**config.mk**
```make
export PLATFORM = sky130hd
export DESIGN_NAME = huffman_param
export DESIGN_NICKNAME = d
export VERILOG_FILES = /design/src/rtl/huffman_pkg.sv /design/src/rtl/huffman_min2_find.sv /design/src/rtl/huffman_param.sv
export SDC_FILE = /design/constraint.sdc
export NUM_CORES = 1
export LEC_CHECK = 0
export BUFFER_PORTS_ARGS = -buffer_cell sky130_fd_sc_hd__clkbuf_2
export CORE_ASPECT_RATIO = 0.8
export CORE_MARGIN = 3
export CORE_UTILIZATION = 35
export DETAILED_ROUTE_END_ITERATION = 16
export PLACE_DENSITY = 0.63
export SKIP_LAST_GASP = 1
export SLEW_MARGIN = 20
export SYNTH_ARGS = -nofsm -noshare
export SYNTH_HDL_FRONTEND = slang
export SYNTH_SLANG_ARGS = --single-unit
```
**constraint.sdc**
```tcl
create_clock -name clk -period 29 [get_ports clk]
set_clock_uncertainty 0.05 [all_clocks]
set_input_delay 2.9 -clock clk [delete_from_list [all_inputs] [get_ports clk]]
set_output_delay 2.9 -clock clk [all_outputs]
set_load 0.05 [all_outputs]
```
**src/rtl/huffman_pkg.sv**
```systemverilog
// huffman_pkg: shared FSM encoding, width helpers and packed-slice index
// helpers for the parametrised Huffman engine and its min-pair finder.
package huffman_pkg;

    typedef enum logic [2:0] {
        ST_IDLE,
        ST_COUNT,
        ST_REPORT,
        ST_MERGE,
        ST_DONE
    } state_e;

    localparam int DEF_NSYM  = 6;
    localparam int DEF_CNT_W = 8;

    // Ceiling log2; clog2(1) = 0.
    function automatic int clog2(input int n);
        int r;
        int v;
        r = 0;
        v = n - 1;
        while (v > 0) begin
            r = r + 1;
            v = v >> 1;
        end
        return r;
    endfunction

    // Merged weights never exceed NSYM * max count, so this width cannot wrap.
    function automatic int wgt_w(input int cnt_w, input int nsym);
        return cnt_w + clog2(nsym);
    endfunction

    // Symbol / group index width, at least one bit.
    function automatic int idx_w(input int nsym);
        return (nsym < 2) ? 1 : clog2(nsym);
    endfunction

    // Low bit of element k in a flat vector of w-bit elements.
    function automatic int lo(input int k, input int w);
        return k * w;
    endfunction

    localparam int WGT_W = DEF_CNT_W + clog2(DEF_NSYM);

endpackage

```
**src/rtl/huffman_min2_find.sv**
```systemverilog
// huffman_min2_find: combinational search for the two lightest active groups.
// Ports: wgt_i/rep_i/act_i per-slot weight, representative and active flag;
//        a_o = lightest slot, b_o = second lightest, valid_o = two found.
module huffman_min2_find
    import huffman_pkg::*;
#(
    parameter int NSYM = 6,
    parameter int WW   = 11,
    parameter int IW   = 3
) (
    input  logic [NSYM*WW-1:0] wgt_i,
    input  logic [NSYM*IW-1:0] rep_i,
    input  logic [NSYM-1:0]    act_i,
    output logic [IW-1:0]      a_o,
    output logic [IW-1:0]      b_o,
    output logic               valid_o
);

    logic [WW-1:0] w [NSYM];
    logic [IW-1:0] r [NSYM];
    int            ia;
    int            ib;
    logic          fa;
    logic          fb;

    for (genvar k = 0; k < NSYM; k++) begin : g_unpack
        assign w[k] = wgt_i[lo(k, WW) +: WW];
        assign r[k] = rep_i[lo(k, IW) +: IW];
    end

    // On equal weight the group with the higher representative is lighter.
    function automatic logic beats(
        input logic [WW-1:0] wx,
        input logic [IW-1:0] rx,
        input logic [WW-1:0] wy,
        input logic [IW-1:0] ry
    );
        return (wx < wy) || ((wx == wy) && (rx > ry));
    endfunction

    always_comb begin
        ia = 0;
        ib = 0;
        fa = 1'b0;
        fb = 1'b0;
        for (int k = 0; k < NSYM; k++) begin
            if (act_i[k] && (!fa || beats(w[k], r[k], w[ia], r[ia]))) begin
                ia = k;
                fa = 1'b1;
            end
        end
        for (int k = 0; k < NSYM; k++) begin
            if (act_i[k] && (k != ia) &&
                (!fb || beats(w[k], r[k], w[ib], r[ib]))) begin
                ib = k;
                fb = 1'b1;
            end
        end
    end

    assign a_o     = IW'(ia);
    assign b_o     = IW'(ib);
    assign valid_o = fa & fb;

endmodule

```
**src/rtl/huffman_param.sv**
```systemverilog
// huffman_param: counts symbols over one gray_valid burst, reports CNT, then
// builds Huffman codes HC / masks M by one two-minimum merge per clock.
// Ports: clk, reset (async active-low), gray_valid/gray_data burst input,
//        CNT_valid/CNT counts pulse, code_valid/HC/M codes pulse.
module huffman_param
    import huffman_pkg::*;
#(
    parameter int NSYM   = 6,
    parameter int DATA_W = 8,
    parameter int CNT_W  = 8,
    parameter int CODE_W = 8
) (
    input  logic                     clk,
    input  logic                     reset,
    input  logic                     gray_valid,
    input  logic [DATA_W-1:0]        gray_data,
    output logic                     CNT_valid,
    output logic [NSYM*CNT_W-1:0]    CNT,
    output logic                     code_valid,
    output logic [NSYM*CODE_W-1:0]   HC,
    output logic [NSYM*CODE_W-1:0]   M
);

    localparam int WW = wgt_w(CNT_W, NSYM);
    localparam int IW = idx_w(NSYM);

    if (CODE_W < NSYM - 1) begin : g_code_w_chk
        $error("huffman_param: CODE_W must be >= NSYM-1");
    end

    state_e                      state_q, state_d;
    logic [NSYM-1:0][CNT_W-1:0]  cnt_q, cnt_d;
    logic [NSYM-1:0][CODE_W-1:0] hc_q, hc_d;
    logic [NSYM-1:0][CODE_W-1:0] m_q, m_d;
    logic [NSYM-1:0][WW-1:0]     wgt_q, wgt_d;
    logic [NSYM-1:0][IW-1:0]     grp_q, grp_d;
    logic [NSYM-1:0]             act_q, act_d;
    logic [IW:0]                 rem_q, rem_d;
    logic                        cnt_vld_q, cnt_vld_d;
    logic                        code_vld_q, code_vld_d;

    logic [NSYM-1:0]             hit;
    logic [NSYM-1:0][IW-1:0]     rep_id;
    logic [IW:0]                 n_act;
    logic [IW-1:0]               a_idx;
    logic [IW-1:0]               b_idx;
    logic [IW-1:0]               keep;
    logic [IW-1:0]               drop;
    logic                        pair_ok;

    // Group slot k is owned by representative k, so reps are the slot ids.
    for (genvar k = 0; k < NSYM; k++) begin : g_sym
        assign hit[k]    = (gray_data == DATA_W'(k + 1));
        assign rep_id[k] = IW'(k);
    end

    always_comb begin
        n_act = '0;
        for (int k = 0; k < NSYM; k++) begin
            n_act = n_act + (IW + 1)'(cnt_q[k] != '0);
        end
    end

    huffman_min2_find #(
        .NSYM (NSYM),
        .WW   (WW),
        .IW   (IW)
    ) u_min2 (
        .wgt_i   (wgt_q),
        .rep_i   (rep_id),
        .act_i   (act_q),
        .a_o     (a_idx),
        .b_o     (b_idx),
        .valid_o (pair_ok)
    );

    assign keep = (a_idx < b_idx) ? a_idx : b_idx;
    assign drop = (a_idx < b_idx) ? b_idx : a_idx;

    always_comb begin
        state_d    = state_q;
        cnt_d      = cnt_q;
        hc_d       = hc_q;
        m_d        = m_q;
        wgt_d      = wgt_q;
        grp_d      = grp_q;
        act_d      = act_q;
        rem_d      = rem_q;
        cnt_vld_d  = 1'b0;
        code_vld_d = 1'b0;
        unique case (state_q)
            ST_IDLE, ST_DONE: begin
                if (gray_valid) begin
                    cnt_d = '0;
                    hc_d  = '0;
                    m_d   = '0;
                    for (int k = 0; k < NSYM; k++) begin
                        if (hit[k]) cnt_d[k] = CNT_W'(1);
                    end
                    state_d = ST_COUNT;
                end
            end
            ST_COUNT: begin
                if (gray_valid) begin
                    for (int k = 0; k < NSYM; k++) begin
                        if (hit[k] && (cnt_q[k] != '1)) begin
                            cnt_d[k] = cnt_q[k] + CNT_W'(1);
                        end
                    end
                end else begin
                    state_d   = ST_REPORT;
                    cnt_vld_d = 1'b1;
                end
            end
            ST_REPORT: begin
                for (int k = 0; k < NSYM; k++) begin
                    wgt_d[k] = WW'(cnt_q[k]);
                    grp_d[k] = IW'(k);
                    act_d[k] = (cnt_q[k] != '0);
                end
                rem_d = n_act;
                if (n_act >= (IW + 1)'(2)) begin
                    state_d = ST_MERGE;
                end else begin
                    // Zero or one symbol: codes are final right away.
                    state_d    = ST_DONE;
                    code_vld_d = 1'b1;
                    for (int k = 0; k < NSYM; k++) begin
                        hc_d[k] = '0;
                        m_d[k]  = act_d[k] ? CODE_W'(1) : '0;
                    end
                end
            end
            ST_MERGE: begin
                if (pair_ok) begin
                    // M+1 is the bit at the current code length.
                    for (int k = 0; k < NSYM; k++) begin
                        if (grp_q[k] == a_idx) begin
                            hc_d[k]  = hc_q[k] | (m_q[k] + CODE_W'(1));
                            m_d[k]   = (m_q[k] << 1) | CODE_W'(1);
                            grp_d[k] = keep;
                        end else if (grp_q[k] == b_idx) begin
                            m_d[k]   = (m_q[k] << 1) | CODE_W'(1);
                            grp_d[k] = keep;
                        end
                    end
                    wgt_d[keep] = wgt_q[a_idx] + wgt_q[b_idx];
                    wgt_d[drop] = '0;
                    act_d[drop] = 1'b0;
                    rem_d       = rem_q - (IW + 1)'(1);
                    if (rem_q <= (IW + 1)'(2)) begin
                        state_d    = ST_DONE;
                        code_vld_d = 1'b1;
                    end
                end else begin
                    state_d    = ST_DONE;
                    code_vld_d = 1'b1;
                end
            end
            default: begin
                state_d = ST_IDLE;
            end
        endcase
    end

    always_ff @(posedge clk or negedge reset) begin
        if (!reset) begin
            state_q    <= ST_IDLE;
            cnt_q      <= '0;
            hc_q       <= '0;
            m_q        <= '0;
            wgt_q      <= '0;
            grp_q      <= '0;
            act_q      <= '0;
            rem_q      <= '0;
            cnt_vld_q  <= 1'b0;
            code_vld_q <= 1'b0;
        end else begin
            state_q    <= state_d;
            cnt_q      <= cnt_d;
            hc_q       <= hc_d;
            m_q        <= m_d;
            wgt_q      <= wgt_d;
            grp_q      <= grp_d;
            act_q      <= act_d;
            rem_q      <= rem_d;
            cnt_vld_q  <= cnt_vld_d;
            code_vld_q <= code_vld_d;
        end
    end

    assign CNT_valid  = cnt_vld_q;
    assign CNT        = cnt_q;
    assign code_valid = code_vld_q;
    assign HC         = hc_q;
    assign M          = m_q;

endmodule

```
==> metrics, run 1 <==
status=finished, final reports clean; H-tree depth=1; Largest stage delay, worst path=740 ps; largest family of logic cells by synthesized area=compound AO/OA/AOI/OAI gates; placeable core area=0.0489 mm^2; Synth Area in Adders=10.1%; CTS root buf=clkbuf_16; Post-Synth XOR/XNOR Area=4.49%; WS Path Type=flip-flop to flip-flop; CP required=29400 ps; Reg clk slew, reported paths=60 ps; Slew Limit Fails=0; post-synthesis compound-gate area fraction=23.4%; cts bufs inserted=28; Post-Synthesis Net Count=2185; crit share post-route=86.7%; final setup violation count=0; Post-synth EDFFs=0; Crit. End Element=flip-flop; hold_buf cts=0; clk buf depth=3; Syn. warnings=0; Final nets=2305; slowest CP cell=nor2_1; post-synthesis average cell area=8.62 um^2; Rows=72; clk_lat worst skew=570 ps; I/O Buffers=156; Worst-Margin Slew=1090 ps; die area=0.0529 mm^2; Synth Flop Type=dfrtp_1; FF-to-FF path depth=101; vias per inst=5.95; clock sink count=243; final WL=67.6 mm; min-delay worst type=flip-flop to flip-flop; worst hold path cell count=2; all-layer global routing usage=24.6%; ANT nets after route=0; Antenna Cells=0; Overflow after GRT=0; pin count of the biggest net entering global routing=119; RSZ-0062 raised after global routing=false; Worst path most repeated cell=a21oi_1; Initial DRC Count=1851; minimum clock period=25150 ps; area of the multi-input gates=0.0108 mm^2; Starting Density=35.9%; global-route wire length before repair=101 mm; Register Area=0.00608 mm^2; setup tns final=0 ps; area grow syn2layout=13.8%; Gate Count Post-Synth=2036; fraction of layout cells with a size suffix above 1=13.6%; drt pass-1 iters=6; number of global-route vias before repair=16100; Critical Path Stages=101; CP arrival=25550 ps; post-CTS sizing=0; post-synthesis sequential area ratio=34.6%; Yosys cell types=93; die height=206 um; WL/cell=23.8 um; f_max=39.8 MHz; initial antenna violation count=2; Worst setup SP type=flip-flop; multiplexer share of the synthesized area=4.28%; # fillers=4877; Final Hold Viols=0; Setup Fix Bufs, Post-CTS=0; critical path's top delay family=compound AO/OA/AOI/OAI gates; register bit total from synthesis=243; Buf/Inv on CP=6; top-level I/O count=157; crit-path max FO=33; CTS tree=built; Chip Width=256 um; Worst R2R Setup Slack=3850 ps; max_cap viols=0; Synth Cell Area=0.0176 mm^2; DRC viols=0; GP Congestion=1.06; ys async rst share=100%; Post-Synth Simple-Gate Area=18.7%; via count=16900; post-detail-place hpwl=50.5 mm; normalized max-slew margin=26.6%
-- routing by layer --
layer / wire length, um / global-route usage [%] / vias up / share of wire, %
met3: 6650 / 5.55 / 185 / 9.8
li1: - / - / 7702 / -
met5: 17 / 0 / - / 0.025
met4: 2840 / 9.41 / 2 / 4.2
met1: 30500 / 35.7 / 8225 / 45
met2: 27600 / 35.4 / 803 / 41
-- sequential cells by signal, indices dropped and copies added, names as in the netlist --
name / count
wgt_q: 66
CNT: 48
HC: 48
M: 48
grp_q: 18
act_q: 6
rem_q: 4
state_q: 3
CNT_valid: 1
code_valid: 1
-- cells in the mapped netlist (all sizes together) (5+ instances only) --
master	n	area, um^2
a211oi	33	248
a21o	39	293
a21oi	183	923
a221o	44	440
a221oi	5	43.8
a22o	32	280
a22oi	15	113
a31o	5	43.8
a31oi	14	93.8
a32o	5	50.1
and2	25	159
and3	20	125
buf	21	111
clkbuf	75	282
dfrtp	243	6080
ha	134	1680
inv	99	372
mux2	16	180
mux2i	57	571
nand2	182	693
nand2b	9	56.3
nand3	60	300
nand3b	13	97.6
nand4	36	231
nor2	234	883
nor2b	10	62.6
nor3	34	214
nor4	20	153
o211ai	8	60.1
o21a	13	97.6
o21ai	120	612
o21bai	10	75.1
o22ai	10	62.6
o2bb2ai	7	61.3
o31ai	20	175
o41ai	7	80.1
or3	20	125
or4	7	52.6
xnor2	51	447
xor2	39	342
-- final timing paths --
check,end,startpoint
setup / recovery,wgt_q[65],wgt_q[10]
hold / removal,HC[0],HC[0]
setup reg to reg,wgt_q[65],wgt_q[10]
hold reg to reg,HC[0],HC[0]
max in group asynchronous,CNT[27],reset
min in group asynchronous,HC[19],reset
-- worst min-delay path, stage by stage (launching register included) --
cell and delay, ps:
dfrtp_1 340, a21oi_1 40, nor2_1 70
-- cells by family after synthesis --
group	after synthesis
AO/OA/AOI/OAI	608
AND/OR/NAND/NOR	685
flip-flops	243
XOR/XNOR	90
buffers and inverters	197
adder cells (fa/ha/maj)	140
multiplexers	73
-- metrics by stage --
| step | utilization [%] | hold WS (ps) | cell area (um^2) | worst slack [ps] | instances |
|---|---|---|---|---|---|
| floorplan | - | 427 | 17600 | 7270 | 2036 |
| global placement | 38.9 | 430 | 19000 | 5140 | 2792 |
| detailed placement | 39.0 | 436 | 19100 | 4670 | 2792 |
| CTS | 40.8 | 450 | 20000 | 4490 | 2841 |
| global route | 40.8 | 476 | 20000 | 1980 | 2841 |
| finish | 40.8 | 445 | 20000 | 3850 | 2841 |
-- placed cells by master, fill, tap and decap left out, types with 44 or more instances in the layout --
| master | n |
|---|---|
| dfrtp_1 | 243 |
| nor2_1 | 230 |
| a221o_1 | 44 |
| nand2_1 | 180 |
| mux2i_1 | 56 |
| inv_1 | 97 |
| o21ai_0 | 112 |
| clkbuf_2 | 155 |
| a21oi_1 | 180 |
| xnor2_1 | 50 |
| nand3_1 | 60 |
| ha_1 | 134 |
-- layout make-up --
type / count / share of cell area [%]
clock inverters: 9 / 0.482
multi-input cells: 1596 / 53.9
well taps: 666 / 4.17
inverters: 101 / 1.90
flip-flops and latches: 243 / 30.4
clock buffers: 40 / 4.03
repair buffers: 186 / 5.09
Power of run 1 is not shown: default switching activity piles up to over one toggle a cycle in this logic, so the estimate is an artifact.
==> run 2, diff against run 1 <==
CORE_UTILIZATION = 61   (was 35)
PLACE_DENSITY = 0.92   (was 0.63)
==> metrics, run 2 (same netlist as run 1, synthesis figures left out) <==
GP Congestion=1.05 (-0.77%); slowest CP cell=nor2_1; min-delay worst type=flip-flop to flip-flop; Worst path most repeated cell=a21oi_1; CP arrival=25220 ps (-330 ps); final WL=66.1 mm (-2.1%); # fillers=2045 (-58%); post-CTS sizing=0 (unchanged); Worst Hold Endpoint=HC[9]; die area=0.0309 mm^2 (-42%); final hold slack=447 ps (+2.33 ps); crit-path max FO=33 (unchanged); number of global-route vias before repair=17000 (+5.7%); RSZ-0062 raised after global routing=false; normalized max-slew margin=19.9% (-6.7 points); Initial DRC Count=2146 (+16%); max reg flops=66 (unchanged); CTS tree=built; most frequent cells in the layout=dfrtp_1, nor2_1, nand2_1, a21oi_1, clkbuf_2; minimum clock period=24850 ps (-303 ps); drt pass-1 iters=9 (+3); Largest stage delay, worst path=840 ps (+100 ps); Worst-Margin Slew=1190 ps (+99.8 ps); CP required=29370 ps (-30 ps); status=finished, final reports clean; CTS root buf=clkbuf_16; clk_lat worst skew=560 ps (about the same); Reg clk slew, reported paths=60 ps (about the same); ANT nets after route=0 (unchanged); Worst R2R Setup Slack=4150 ps (+300 ps); all-layer global routing usage=42.1% (+17 points); final setup violation count=0 (unchanged); hold_buf cts=0 (unchanged); Reg2Reg Launch Point=wgt_q[8]; Starting Density=63.2% (+27 points); vias per inst=6.98 (+17%); crit share post-route=85.7% (-1.0 points); Rows=54 (-25%); pin count of the biggest net entering global routing=102 (-14%); crit path from=wgt_q[8]; Slew Limit Fails=0 (unchanged); Chip Width=196 um (-24%); FF-to-FF path depth=101 (unchanged); fraction of layout cells with a size suffix above 1=13.7% (+0.10 points); Final nets=2304 (-0.043%); Worst setup SP type=flip-flop; Overflow after GRT=0 (unchanged); WL/cell=26.1 um (+9.6%); die height=158 um (-24%); I/O Buffers=156 (unchanged); cts bufs inserted=25 (-11%); Reg-to-Reg End=wgt_q[65]; Setup Fix Bufs, Post-CTS=0 (unchanged); initial antenna violation count=0 (-2); Crit. End Element=flip-flop; hold_sp=HC[9]; clock sink count=243 (unchanged); Final Hold Viols=0 (unchanged); top-level I/O count=157 (unchanged); Biggest register=wgt_q; WS Path Type=flip-flop to flip-flop; critical path's top delay family=compound AO/OA/AOI/OAI gates; global-route wire length before repair=101 mm (-0.13%); f_max=40.2 MHz (+1.2%); commonest non-fill, non-tap cell in the layout=dfrtp_1; H-tree depth=1 (unchanged); worst hold path cell count=2 (unchanged); post-detail-place hpwl=48.8 mm (-3.4%); via count=17700 (+4.7%); area grow syn2layout=11.7%; clk buf depth=3 (unchanged); Antenna Cells=0 (unchanged); DRC viols=0 (unchanged); setup tns final=0 ps (unchanged); Buf/Inv on CP=8 (+2); max_cap viols=0 (unchanged); placeable core area=0.0278 mm^2 (-43%)
-- run 2: cell count changes in the layout (fill, tap and decap cells not counted), sizes merged --
cell and change:
clkinv -1, bufinv +4, buf +2, clkinvlp +2
clkbuf -9
-- run 2: cell type report --
type	count	area, um^2	share of cell area, %
Clock buffer	31	688	3.51
Clock inverter	14	226	1.15
Inverter	101	379	1.93
Multi-Input combinational cell	1596	10800	54.8
Sequential cell	243	6080	31.0
Tap cell	364	455	2.32
Timing Repair Buffer	188	1030	5.26
-- run 2: how the worst max path moves through the flow --
stage,to,slack [ps],depth (start not counted)
2_1_floorplan,wgt_q[65],7270,111
3_3_place_gp,wgt_q[65],5500,104
3_5_place_dp,wgt_q[65],5180,102
4_1_cts,wgt_q[65],4950,101
5_1_grt,wgt_q[65],2360,103
6_report,wgt_q[65],4150,101
-- run 2: per-layer routing --
metal | track usage, % | up-vias | wire length, um | share of wire [%]
li1 | - | 7691 | - | -
met1 | 59.3 | 8567 | 26600 | 40
met2 | 62.0 | 1252 | 27800 | 42
met3 | 12.0 | 210 | 8820 | 13
met4 | 15.8 | 0 | 2840 | 4.3
met5 | 0 | - | 0 | 0
-- run 2: through the flow --
stage / area (um^2) / std cells / utilization [%] / setup slack (ps)
after floorplan: 17600 / 2036 / - / 7270
after detailed placement: 18700 / 2492 / 67.3 / 5180
after CTS: 19600 / 2537 / 70.6 / 4950
final: 19600 / 2537 / 70.6 / 4150
after global placement: 18700 / 2492 / 67.3 / 5500
after global routing: 19600 / 2537 / 70.6 / 2360
-- run 2: worst register-to-register path, delay by kind of cell (launching register included) --
| kind | cells | cell delay, ps |
|---|---|---|
| compound gates | 53 | 11050 |
| simple gates | 25 | 6150 |
| fa+ha+maj | 10 | 2990 |
| buf+inv | 8 | 2260 |
| mux | 3 | 1080 |
| flops | 1 | 620 |
| xor+xnor | 2 | 540 |
Power of run 2 is left out for the same reason.
